===== config.mk =====
export PLATFORM = sky130hd
export DESIGN_NAME = mul_sequencer
export DESIGN_NICKNAME = d
export VERILOG_FILES = /design/src/rtl/mul_sequencer.sv
export SDC_FILE = /design/constraint.sdc
export NUM_CORES = 1
export LEC_CHECK = 0
export BUFFER_PORTS_ARGS = -buffer_cell sky130_fd_sc_hd__clkbuf_2
export CORE_UTILIZATION = 55
export CTS_CLUSTER_SIZE = 25
export DETAILED_ROUTE_END_ITERATION = 8
export PLACE_DENSITY_LB_ADDON = 0.25
export SETUP_SLACK_MARGIN = 0.4
export SYNTH_ARGS = -nofsm -noshare
export SYNTH_HDL_FRONTEND = slang
export SYNTH_SLANG_ARGS = --single-unit
export TNS_END_PERCENT = 20

===== constraint.sdc =====
create_clock -name clk -period 6.66 [get_ports clk]
set_input_delay 1.998 -clock clk [delete_from_list [all_inputs] [get_ports clk]]
set_output_delay 1.998 -clock clk [all_outputs]
set_load 0.01 [all_outputs]

===== src/rtl/mul_sequencer.sv =====
//------------------------------------------------------------------------------
// mul_sequencer
//   Shift-add multiply sequencer for the EX stage. Holds the pipeline while a
//   mul iterates and returns the low WIDTH bits of the product with a done pulse.
//   Optional: MUL_EARLY_TERM_EN ends the run once the multiplier is exhausted.
// Revision: 1.0 - initial release
//------------------------------------------------------------------------------
`default_nettype none

module mul_sequencer #(
    parameter int WIDTH = 32
) (
    input  logic             clk,
    input  logic             rst,
    input  logic             start,
    input  logic [1:0]       aluController,
    input  logic             flush,
    input  logic [WIDTH-1:0] srcA,
    input  logic [WIDTH-1:0] srcB,
    output logic             stall,
    output logic             busy,
    output logic             done,
    output logic [WIDTH-1:0] result
);

    localparam logic [1:0] c_ALU_MUL = 2'b10;
    localparam int         c_CW      = $clog2(WIDTH) + 1;

    typedef enum logic [1:0] {
        S_IDLE = 2'd0,
        S_RUN  = 2'd1,
        S_DONE = 2'd2
    } state_t;

    state_t            r_state;
    logic [WIDTH-1:0]  r_mcand;
    logic [WIDTH-1:0]  r_mplier;
    logic [WIDTH-1:0]  r_acc;
    logic [WIDTH-1:0]  r_result;
    logic [c_CW-1:0]   r_count;
    logic              r_busy;
    logic              r_done;

    logic              w_accept;
    logic [WIDTH-1:0]  w_acc_step;
    logic              w_finish;

    assign w_accept   = (r_state == S_IDLE) && start && (aluController == c_ALU_MUL) && !flush;
    assign w_acc_step = r_mplier[0] ? (r_acc + r_mcand) : r_acc;

`ifdef MUL_EARLY_TERM_EN
    // Once every multiplier bit has been consumed the accumulator is final.
    assign w_finish = (r_mplier == '0);
`else
    localparam logic [c_CW-1:0] c_LAST = c_CW'(WIDTH - 1);
    assign w_finish = (r_count == c_LAST);
`endif

    always_ff @(posedge clk or negedge rst) begin
        if (!rst) begin
            r_state  <= S_IDLE;
            r_mcand  <= '0;
            r_mplier <= '0;
            r_acc    <= '0;
            r_result <= '0;
            r_count  <= '0;
            r_busy   <= 1'b0;
            r_done   <= 1'b0;
        end else begin
            r_done <= 1'b0;
            case (r_state)
                S_IDLE: begin
                    if (w_accept) begin
                        r_mcand  <= srcA;
                        r_mplier <= srcB;
                        r_acc    <= '0;
                        r_count  <= '0;
                        r_busy   <= 1'b1;
                        r_state  <= S_RUN;
                    end
                end
                S_RUN: begin
                    if (flush) begin
                        r_busy  <= 1'b0;
                        r_state <= S_IDLE;
                    end else begin
`ifdef MUL_EARLY_TERM_EN
                        if (w_finish) begin
                            r_result <= r_acc;
                            r_done   <= 1'b1;
                            r_state  <= S_DONE;
                        end else begin
                            r_acc    <= w_acc_step;
                            r_mcand  <= r_mcand << 1;
                            r_mplier <= r_mplier >> 1;
                            r_count  <= r_count + 1'b1;
                        end
`else
                        r_acc    <= w_acc_step;
                        r_mcand  <= r_mcand << 1;
                        r_mplier <= r_mplier >> 1;
                        r_count  <= r_count + 1'b1;
                        // The final step's sum goes straight into the result.
                        if (w_finish) begin
                            r_result <= w_acc_step;
                            r_done   <= 1'b1;
                            r_state  <= S_DONE;
                        end
`endif
                    end
                end
                S_DONE: begin
                    r_busy  <= 1'b0;
                    r_state <= S_IDLE;
                end
                default: begin
                    r_busy  <= 1'b0;
                    r_state <= S_IDLE;
                end
            endcase
        end
    end

    assign stall  = w_accept | (r_state == S_RUN);
    assign busy   = r_busy;
    assign done   = r_done & ~flush;
    assign result = r_result;

endmodule

`default_nettype wire


==> results.yml, run 1 <==
detailed_routing:
  drtIter0Drc: 393
  routed_wirelength_um: 17010
  postRouteAntennaNets: 0
  viasPerCell: 5.747
  vias: 6069
  firstDrtPassIters: 5
  wl_per_cell_um: 16.11
  drc: 0
status:
  outcome: "completed"
floorplan:
  die_area_mm2: 0.01416
  die_width_um: 119.0
  die_h_um: 119.0
  initial_core_util: 0.5661
  num_rows: 42
  io-pin-count: 105
  core_mm2: 0.01330
logic_synthesis:
  yosys.area.top_type: "dfrtp_1"
  synth_xor_area_frac: 0.03591
  ys_async_sr_fraction: 1.000
  synth_flop_cell: "dfrtp_1"
  synthMuxAreaShare: 0.09975
  syn_nets: 883
  synth_enable_flop_cells: 0
  ys_ff_latch: 138
  synth_top_family_by_area: "compound AO/OA/AOI/OAI gates"
  ys_warn_count: 0
  synthesis.area_mm2: 0.007526
  synth_cell_types: 58
  synth_seq_area_share: 0.4589
  synth_compound_area_frac: 0.1955
  synthCells: 780
  synth_top_area_frac: 0.4589
  yosys-top-cells-area: "dfrtp_1 46%, mux2i_1 10%, nand2_1 6.7%, o21ai_0 5.9%, ha_1 5.3%"
  syn_area_per_cell_um2: 9.649
  synth_adder_area_share: 0.05586
  synth-simple-area-share: 0.1250
clock_network:
  clkTransAtPathRegs_ns: 0.06
  cts_tree: "done"
  clk_latency_ns: 0.43
  cts_setup_buffers: 0
  cts_num_sinks: 138
  cts_resized: 0
  hold_buffers: 0
  htreeDepth: 4
  cts_buffers: 17
  cts_buffer_depth: 2
  root_buffer: "clkbuf_16"
placed_design:
  hpwl_um: 11200
  globalplace.congestion: 0.8844
  portBuffers: 104
  post_dp_cell_area_mm2: 0.008180
sta:
  max_slew_margin: 0.2367
  fmax_mhz: 212.9
  fin_setup_tns_ns: 0
  setup_viol: 0
  period_minus_slack_ns: 4.697
  maxSlewViolCount: 0
  fin_crit_sh: 0.7053
  tightest_slew_ns: 1.145
  rsz0062_at_grt: "no"
  hold_viol: 0
  hold_ws_ns: 0.4800
  fin_skew_ns: 0.008700
hold_path:
  hold_class: "flip-flop to flip-flop"
finish:
  final_cell_mix: "137 x dfrtp_1, 135 x nand2_1, 103 x clkbuf_2, 88 x o21ai_0, 75 x mux2i_1"
  final_common_cell: "dfrtp_1"
  area_growth_pct: 17.09
  fillers: 1080
  fin_nets: 970
  final_area_mm2: 0.008812
  multi_input_area_mm2: 0.003874
  seq_area_mm2: 0.003455
  diodes: 0
  final_layout_size_suffix_gt1_frac: 0.1818
worst_setup_path:
  critPathMaxFanout: 5
  critPathLaunchType: "input pin"
  cp-end-kind: "output port"
  criticalPathCategory: "input pin to output port"
  crit_arrival_ns: 2.70
  worstPathRequired_ns: 4.66
run:
  maxCapViolCount: 0
global_route:
  grt_overflow: 0
  grt_max_degree: 94
  grtUsageTotal: 0.2580
  grt_pass1_vias: 6065
  antenna_found_initial: 0
  grt_pass1_wl_um: 28890
pwr:
  leakage_nw: 4.305
  ir_drop_mv: 0.1643
  powerDensity_mw_per_mm2: 338.9
[worst max-delay path: stages]
cell and delay (ns):
clkbuf_2 0.11, nand4bb_1 0.19, nor3_2 0.14, nand2b_1 0.13
clkbuf_2 0.13
[where the power goes]
part / switching [W] / internal (W) / leakage (nW)
Sequential: 0.000166 / 0.000997 / 1.82
Clock: 0.000367 / 0.000638 / 0.309
Combinational: 0.000455 / 0.000364 / 2.17
Total: 0.000988 / 0.00200 / 4.30
[per-layer routing]
layer	vias to the layer above	track usage	share of wire
met3	24	0.06034	0.048
met5	-	0	0
met2	159	0.4170	0.48
li1	2954	-	-
met4	0	0.1005	0.017
met1	2932	0.3364	0.46
[cells in the mapped netlist, types with 3 or more instances]
master	instances
ha_1	32
xor2_1	12
nand3_1	8
inv_1	12
o21bai_1	7
nor3_1	4
a211oi_1	5
buf_2	4
mux2i_1	75
nand4_1	5
nor2b_1	6
buf_1	4
nand2_1	135
nand2b_1	6
a21oi_1	45
o22ai_1	4
a21o_1	12
a22o_1	24
nor2_1	30
a22oi_1	14
o21a_1	3
dfrtp_1	138
a31oi_1	4
o21ai_0	88
clkbuf_1	35
o21ai_1	10
and3_1	5
xnor2_1	17
[per-stage QoR]
| stage | instances | power (W) | util | worst slack [ns] |
|---|---|---|---|---|
| floorplan | 780 | 0.001763 | - | 1.756 |
| global placement | 1024 | 0.001935 | 0.6153 | 1.987 |
| detailed placement | 1024 | 0.001980 | 0.6153 | 1.967 |
| CTS | 1056 | 0.002998 | 0.6628 | 1.954 |
| global route | 1056 | 0.003162 | 0.6628 | 1.876 |
| finish | 1056 | 0.002986 | 0.6628 | 1.963 |
[final cells by class]
type,instances,share of cell area
Sequential cell,138,0.3920
Multi-Input combinational cell,586,0.4396
Tap cell,176,0.02499
Inverter,12,0.005111
Timing Repair Buffer,112,0.06659
Clock inverter,10,0.01562
Clock buffer,22,0.05608
[path summary, 6_finish.rpt]
check / startpoint / end / slack, ns / cells past startpoint
worst max register to register: r_mcand[0]$_DFFE_PN0P_ / result[28]$_DFFE_PN0P_ / 3.78 / 11
min in group asynchronous: rst / r_mcand[12]$_DFFE_PN0P_ / 1.59 / 1
max in group asynchronous: rst / r_mplier[0]$_DFFE_PN0P_ / 3.73 / 2
worst min-delay path: r_mplier[1]$_DFFE_PN0P_ / r_mplier[1]$_DFFE_PN0P_ / 0.48 / 2
worst max-delay path: flush / stall / 1.96 / 5
worst min register to register: r_mplier[1]$_DFFE_PN0P_ / r_mplier[1]$_DFFE_PN0P_ / 0.48 / 2
[flip-flops by register name (all words and copies together) (netlist names)]
signal,cells
r_acc,32
r_mcand,32
r_mplier,32
result,32
r_count,6
r_state,2
busy,1
r_done,1
[cells by family after synthesis]
family | after synthesis
AO/OA/AOI/OAI | 234
adder cells (fa/ha/maj) | 33
buffers and inverters | 56
XOR/XNOR | 30
multiplexers | 75
AND/OR/NAND/NOR | 214
flip-flops | 138
Power figures use the tool's default switching activity.
==> inputs of run 2 (changes only) <==
- clock period: 6.66 -> 4.4 ns (I/O delays scaled with it)
==> run 2 against run 1 <==
- final area rose by 0.26%
- highest routed layer unchanged
- critical endpoint unchanged
- largest cell class unchanged
- critical path type unchanged
- sequential share of layout area down 0.10 points
- combinational power is 59% higher
- clock skew is 0.0021 ns lower
- sequential cell count unchanged
- wire length is 1.2% higher
- via count increased by 0.20%
- die area did not move
==> results.yml, run 2 (synthesized netlist as in run 1, its figures left out) <==
finish:
  final_common_cell: "dfrtp_1"
  diodes: 0
  final_cell_mix: "137 x dfrtp_1, 135 x nand2_1, 103 x clkbuf_2, 88 x o21ai_0, 75 x mux2i_1"
  final_area_mm2: 0.008835
  fin_nets: 974
  final_layout_size_suffix_gt1_frac: 0.1833
  area_growth_pct: 17.39
clock_network:
  clkTransAtPathRegs_ns: 0.06
  clk_latency_ns: 0.43
  cts_buffer_depth: 2
  cts_tree: "done"
  hold_buffers: 0
  root_buffer: "clkbuf_16"
  cts_buffers: 17
  htreeDepth: 4
  cts_num_sinks: 138
  cts_resized: 0
  cts_setup_buffers: 0
sta:
  fin_setup_tns_ns: 0
  fin_skew_ns: 0.006561
  max_slew_margin: 0.3899
  rsz0062_at_grt: "no"
  fmax_mhz: 298.0
  maxSlewViolCount: 0
  hold_viol: 0
  period_minus_slack_ns: 3.356
  tightest_slew_ns: 0.9130
  fin_crit_sh: 0.7626
  setup_viol: 0
worst_setup_path:
  critPathMaxFanout: 5
  crit_arrival_ns: 2.04
  criticalPathCategory: "input pin to output port"
  worstPathRequired_ns: 3.08
  critPathLaunchType: "input pin"
  cp-end-kind: "output port"
  r2r_slack_ns: 1.57
detailed_routing:
  routed_wirelength_um: 17220
  wl_per_cell_um: 16.24
  drc: 0
  drtIter0Drc: 390
  viasPerCell: 5.737
  postRouteAntennaNets: 0
  firstDrtPassIters: 5
  vias: 6081
floorplan:
  io-pin-count: 105
  initial_core_util: 0.5661
  die_h_um: 119.0
  die_area_mm2: 0.01416
  die_width_um: 119.0
  core_mm2: 0.01330
  num_rows: 42
global_route:
  grtUsageTotal: 0.2609
  grt_overflow: 0
  grt_pass1_vias: 6125
  grt_pass1_wl_um: 29030
  grt_max_degree: 88
  antenna_found_initial: 0
placed_design:
  post_dp_cell_area_mm2: 0.008223
  globalplace.congestion: 0.8864
  portBuffers: 104
  hpwl_um: 11890
hold_path:
  hold_class: "flip-flop to flip-flop"
pwr:
  leakage_nw: 4.324
  powerDensity_mw_per_mm2: 505.9
  ir_drop_mv: 0.2780
run:
  maxCapViolCount: 0
status:
  outcome: "completed"
-- run 2: cell count changes in the layout (fill, tap and decap cells not counted), sizes merged --
cell / previous run / this run
inv: 13 / 12
bufinv: 3 / 2
clkinvlp: 2 / 1
clkbuf: 125 / 129
clkinv: 4 / 3
buf: 9 / 13
-- run 2: routing by layer --
metal  up-vias  track usage  routed length, µm
met3        30      0.05412                892
met1      2914       0.3481               7909
met5         -            0                  0
met4         0       0.1123                376
li1       2963            -                  -
met2       174       0.4134               8039
-- run 2: path summary, 6_finish.rpt --
path	start	to	cells after the start
setup reg to reg	r_mcand[0]$_DFFE_PN0P_	result[28]$_DFFE_PN0P_	11
hold reg to reg	result[11]$_DFFE_PN0P_	result[11]$_DFFE_PN0P_	2
min in group asynchronous	rst	result[11]$_DFFE_PN0P_	1
max in group asynchronous	rst	r_mplier[14]$_DFFE_PN0P_	2
hold / removal	result[11]$_DFFE_PN0P_	result[11]$_DFFE_PN0P_	2
setup / recovery	flush	stall	5
-- run 2: layout make-up --
type | count | area (µm²)
well taps | 176 | 220.2
clock buffers | 26 | 529.3
multi-input cells | 586 | 3874
repair buffers | 116 | 629.4
clock inverters | 6 | 82.58
inverters | 12 | 45.04
fillers | 1080 | 4461
flip-flops and latches | 138 | 3455
-- run 2: stage by stage --
stage / total power [W] / cells / hold WS, ns / utilization / setup WS (ns)
6_report: 0.004470 / 1060 / 0.4782 / 0.6645 / 1.044
3_3_place_gp: 0.002936 / 1028 / 0.4612 / 0.6185 / 1.088
5_1_grt: 0.004734 / 1060 / 0.5168 / 0.6645 / 0.9837
3_5_place_dp: 0.003009 / 1028 / 0.4631 / 0.6185 / 1.022
2_1_floorplan: 0.002668 / 780 / 0.4406 / - / 0.8517
4_1_cts: 0.004482 / 1060 / 0.4840 / 0.6645 / 1.043
-- run 2: power breakdown --
part           total (W)  switching [W]  internal [W]  leakage (nW)
sequential       0.00171       0.000204       0.00151          1.82
clock            0.00146       0.000523      0.000937         0.302
combinational    0.00130       0.000742      0.000555          2.20
total            0.00447        0.00147       0.00300          4.32
-- run 2: worst max-delay path, stage by stage --
cell and delay, ns:
clkbuf_2 0.12, nand4bb_1 0.19, nor3_2 0.15, nand2b_1 0.12
clkbuf_2 0.13
==> inputs of run 3 (changes only) <==
- ABC_AREA: default -> 1
- CORE_UTILIZATION: 55 -> 53
- clock period: 4.4 -> 3 ns (I/O delays scaled with it)
==> run 3 against run 2 <==
- wire length is 25% higher
- die area is 18% higher
- sequential power is 49% higher
- via count is 29% higher
- critical path type unchanged
- area after synthesis is 14% higher
- total power is 67% higher
- combinational power is 110% higher
- register-to-register slack worse by 0.95 ns
- final area is 11% higher
==> results.yml, run 3 <==
clock_network:
  cts_resized: 0
  cts_setup_buffers: 0
  clk_latency_ns: 0.43
  hold_buffers: 0
  cts_buffer_depth: 2
  root_buffer: "clkbuf_16"
  htreeDepth: 4
  clkTransAtPathRegs_ns: 0.06
  cts_buffers: 17
  cts_tree: "done"
  cts_num_sinks: 138
logic_synthesis:
  synthesis.area_mm2: 0.008557
  synth_most_common_cell: "nand2_1"
  synth_flop_cell: "dfrtp_1"
  synthTopCellsByCount: "425 x nand2_1, 188 x inv_1, 138 x dfrtp_1, 93 x nand3_1, 61 x o21ai_0"
  syn_nets: 1307
  yosys.area.top_type: "dfrtp_1"
  synth_enable_flop_cells: 0
  synth_adder_area_share: 0.04913
  synth_xor_area_frac: 0.01535
  syn_area_per_cell_um2: 7.107
  ys_ff_latch: 138
  synth_compound_area_frac: 0.1296
  synthMuxAreaShare: 0
  synth_seq_area_share: 0.4036
  synth-simple-area-share: 0.2894
  ys_async_sr_fraction: 1.000
  synth_cell_types: 34
  yosys-top-cells-area: "dfrtp_1 40%, nand2_1 19%, inv_1 8.2%, nand3_1 5.4%, ha_1 4.7%"
  ys_warn_count: 0
  synthCells: 1204
  synth_top_family_by_area: "simple AND/OR/NAND/NOR gates"
  synth_top_area_frac: 0.4036
worst_setup_path:
  r2r_start: "r_mcand[0]$_DFFE_PN0P_"
  reg2reg_depth: 9
  r2r_end: "r_acc[8]$_DFFE_PN0P_"
  cp-end-kind: "output port"
  r2r_slack_ns: 0.62
  critPathLaunchType: "input pin"
  criticalPathCategory: "input pin to output port"
  crit_arrival_ns: 1.59
  worstPathRequired_ns: 2.10
  critPathMaxFanout: 6
status:
  outcome: "completed"
finish:
  final_cell_mix: "424 x nand2_1, 188 x inv_1, 138 x dfrtp_1, 103 x clkbuf_2, 93 x nand3_1"
  final_util: 0.6222
  fin_nets: 1395
  area_growth_pct: 15.09
  final_common_cell: "nand2_1"
  diodes: 0
  final_area_mm2: 0.009848
  final_layout_size_suffix_gt1_frac: 0.1380
global_route:
  grt_pass1_vias: 7189
  grt_max_degree: 95
  grt_pass1_wl_um: 35890
  grtUsageMet1: 0.4064
  grt.busiest_layer: "met2"
  antenna_found_initial: 0
  use_met3: 0.05285
  global_route.usage.met2: 0.4200
  grt_overflow: 0
  grtUsageTotal: 0.2797
detailed_routing:
  routed_wirelength_um: 21550
  viasPerCell: 5.151
  firstDrtPassIters: 5
  vias: 7830
  drc: 0
  drtIter0Drc: 649
  wl_per_cell_um: 14.18
  postRouteAntennaNets: 0
floorplan:
  num_rows: 46
  core_mm2: 0.01583
  die_h_um: 129.1
  die_area_mm2: 0.01666
  die_width_um: 129.1
  initial_core_util: 0.5406
  io-pin-count: 105
sta:
  hold_viol: 0
  maxSlewViolCount: 0
  fin_crit_sh: 0.8292
  fin_skew_ns: 0.009262
  rsz0062_at_grt: "no"
  period_minus_slack_ns: 2.487
  fin_setup_tns_ns: 0
  tightest_slew_ns: 0.8444
  max_slew_margin: 0.4371
  setup_viol: 0
  fmax_mhz: 402.0
pwr:
  ir_drop_mv: 0.4646
  leakage_nw: 5.444
  powerDensity_mw_per_mm2: 759.4
placed_design:
  post_dp_cell_area_mm2: 0.009225
  portBuffers: 104
  hpwl_um: 15620
  globalplace.congestion: 0.8789
run:
  maxCapViolCount: 0
hold_path:
  hold_class: "input pin to async pin"
-- run 3: changes by cell type after synthesis, sizes merged, moves of 20 or more --
cell / before / now
a22o: 24 / 0
o211ai: 4 / 48
inv: 12 / 193
nand2: 135 / 426
a21oi: 47 / 25
nor2: 30 / 51
mux2i: 75 / 0
nand3: 8 / 93
o21ai: 99 / 79
-- run 3: final cells by class --
cell class	count	area [µm²]
Clock buffer	19	452.9
Sequential cell	138	3453
Clock inverter	12	162.7
Fill cell	1472	5979
Tap cell	216	270.3
Inverter	194	728.2
Multi-Input combinational cell	828	4149
Timing Repair Buffer	113	631.9
-- run 3: how the worst max path moves through the flow --
stage,startpoint,end,slack [ns],depth (start not counted)
final,aluController[0],stall,0.51,7
after detailed placement,flush,r_mcand[30]$_DFFE_PN0P_,0.37,6
after floorplan,aluController[0],stall,0.70,5
after global routing,aluController[0],stall,0.43,7
after global placement,flush,r_count[4]$_DFFE_PN0P_,0.42,7
after CTS,aluController[0],stall,0.43,7
-- run 3: metrics by stage --
stage / cells / setup WS [ns] / hold WS (ns) / power (W)
4_1_cts: 1520 / 0.4320 / 0.4238 / 0.007479
5_1_grt: 1520 / 0.4269 / 0.4421 / 0.008028
2_1_floorplan: 1204 / 0.7032 / 0.4495 / 0.004521
6_report: 1520 / 0.5125 / 0.4031 / 0.007479
3_5_place_dp: 1489 / 0.3736 / 0.4651 / 0.005218
3_3_place_gp: 1489 / 0.4196 / 0.4625 / 0.005155
-- run 3: critical path, cell delays in order --
cell,delay [ns]
clkbuf_2,0.08
inv_1,0.04
nand2_1,0.05
nor3b_2,0.17
nand2_2,0.13
nand2_1,0.09
clkbuf_2,0.13
-- run 3: cell families after synthesis --
| family | count (synthesis) |
|---|---|
| simple gates | 600 |
| compound gates | 180 |
| flops | 138 |
| xor+xnor | 15 |
| buf+inv | 238 |
| fa+ha+maj | 33 |
-- run 3: power by group --
part / switching (W) / total, W / internal, W
Combinational: 0.00174 / 0.00270 / 0.000966
Clock: 0.000873 / 0.00223 / 0.00136
Sequential: 0.000294 / 0.00254 / 0.00225
Total: 0.00290 / 0.00748 / 0.00458
-- run 3: per-layer routing --
layer / wire (µm) / vias up
li1: - / 4007
met1: 10510 / 3592
met2: 9404 / 204
met3: 1323 / 27
met5: 0 / -
met4: 309 / 0
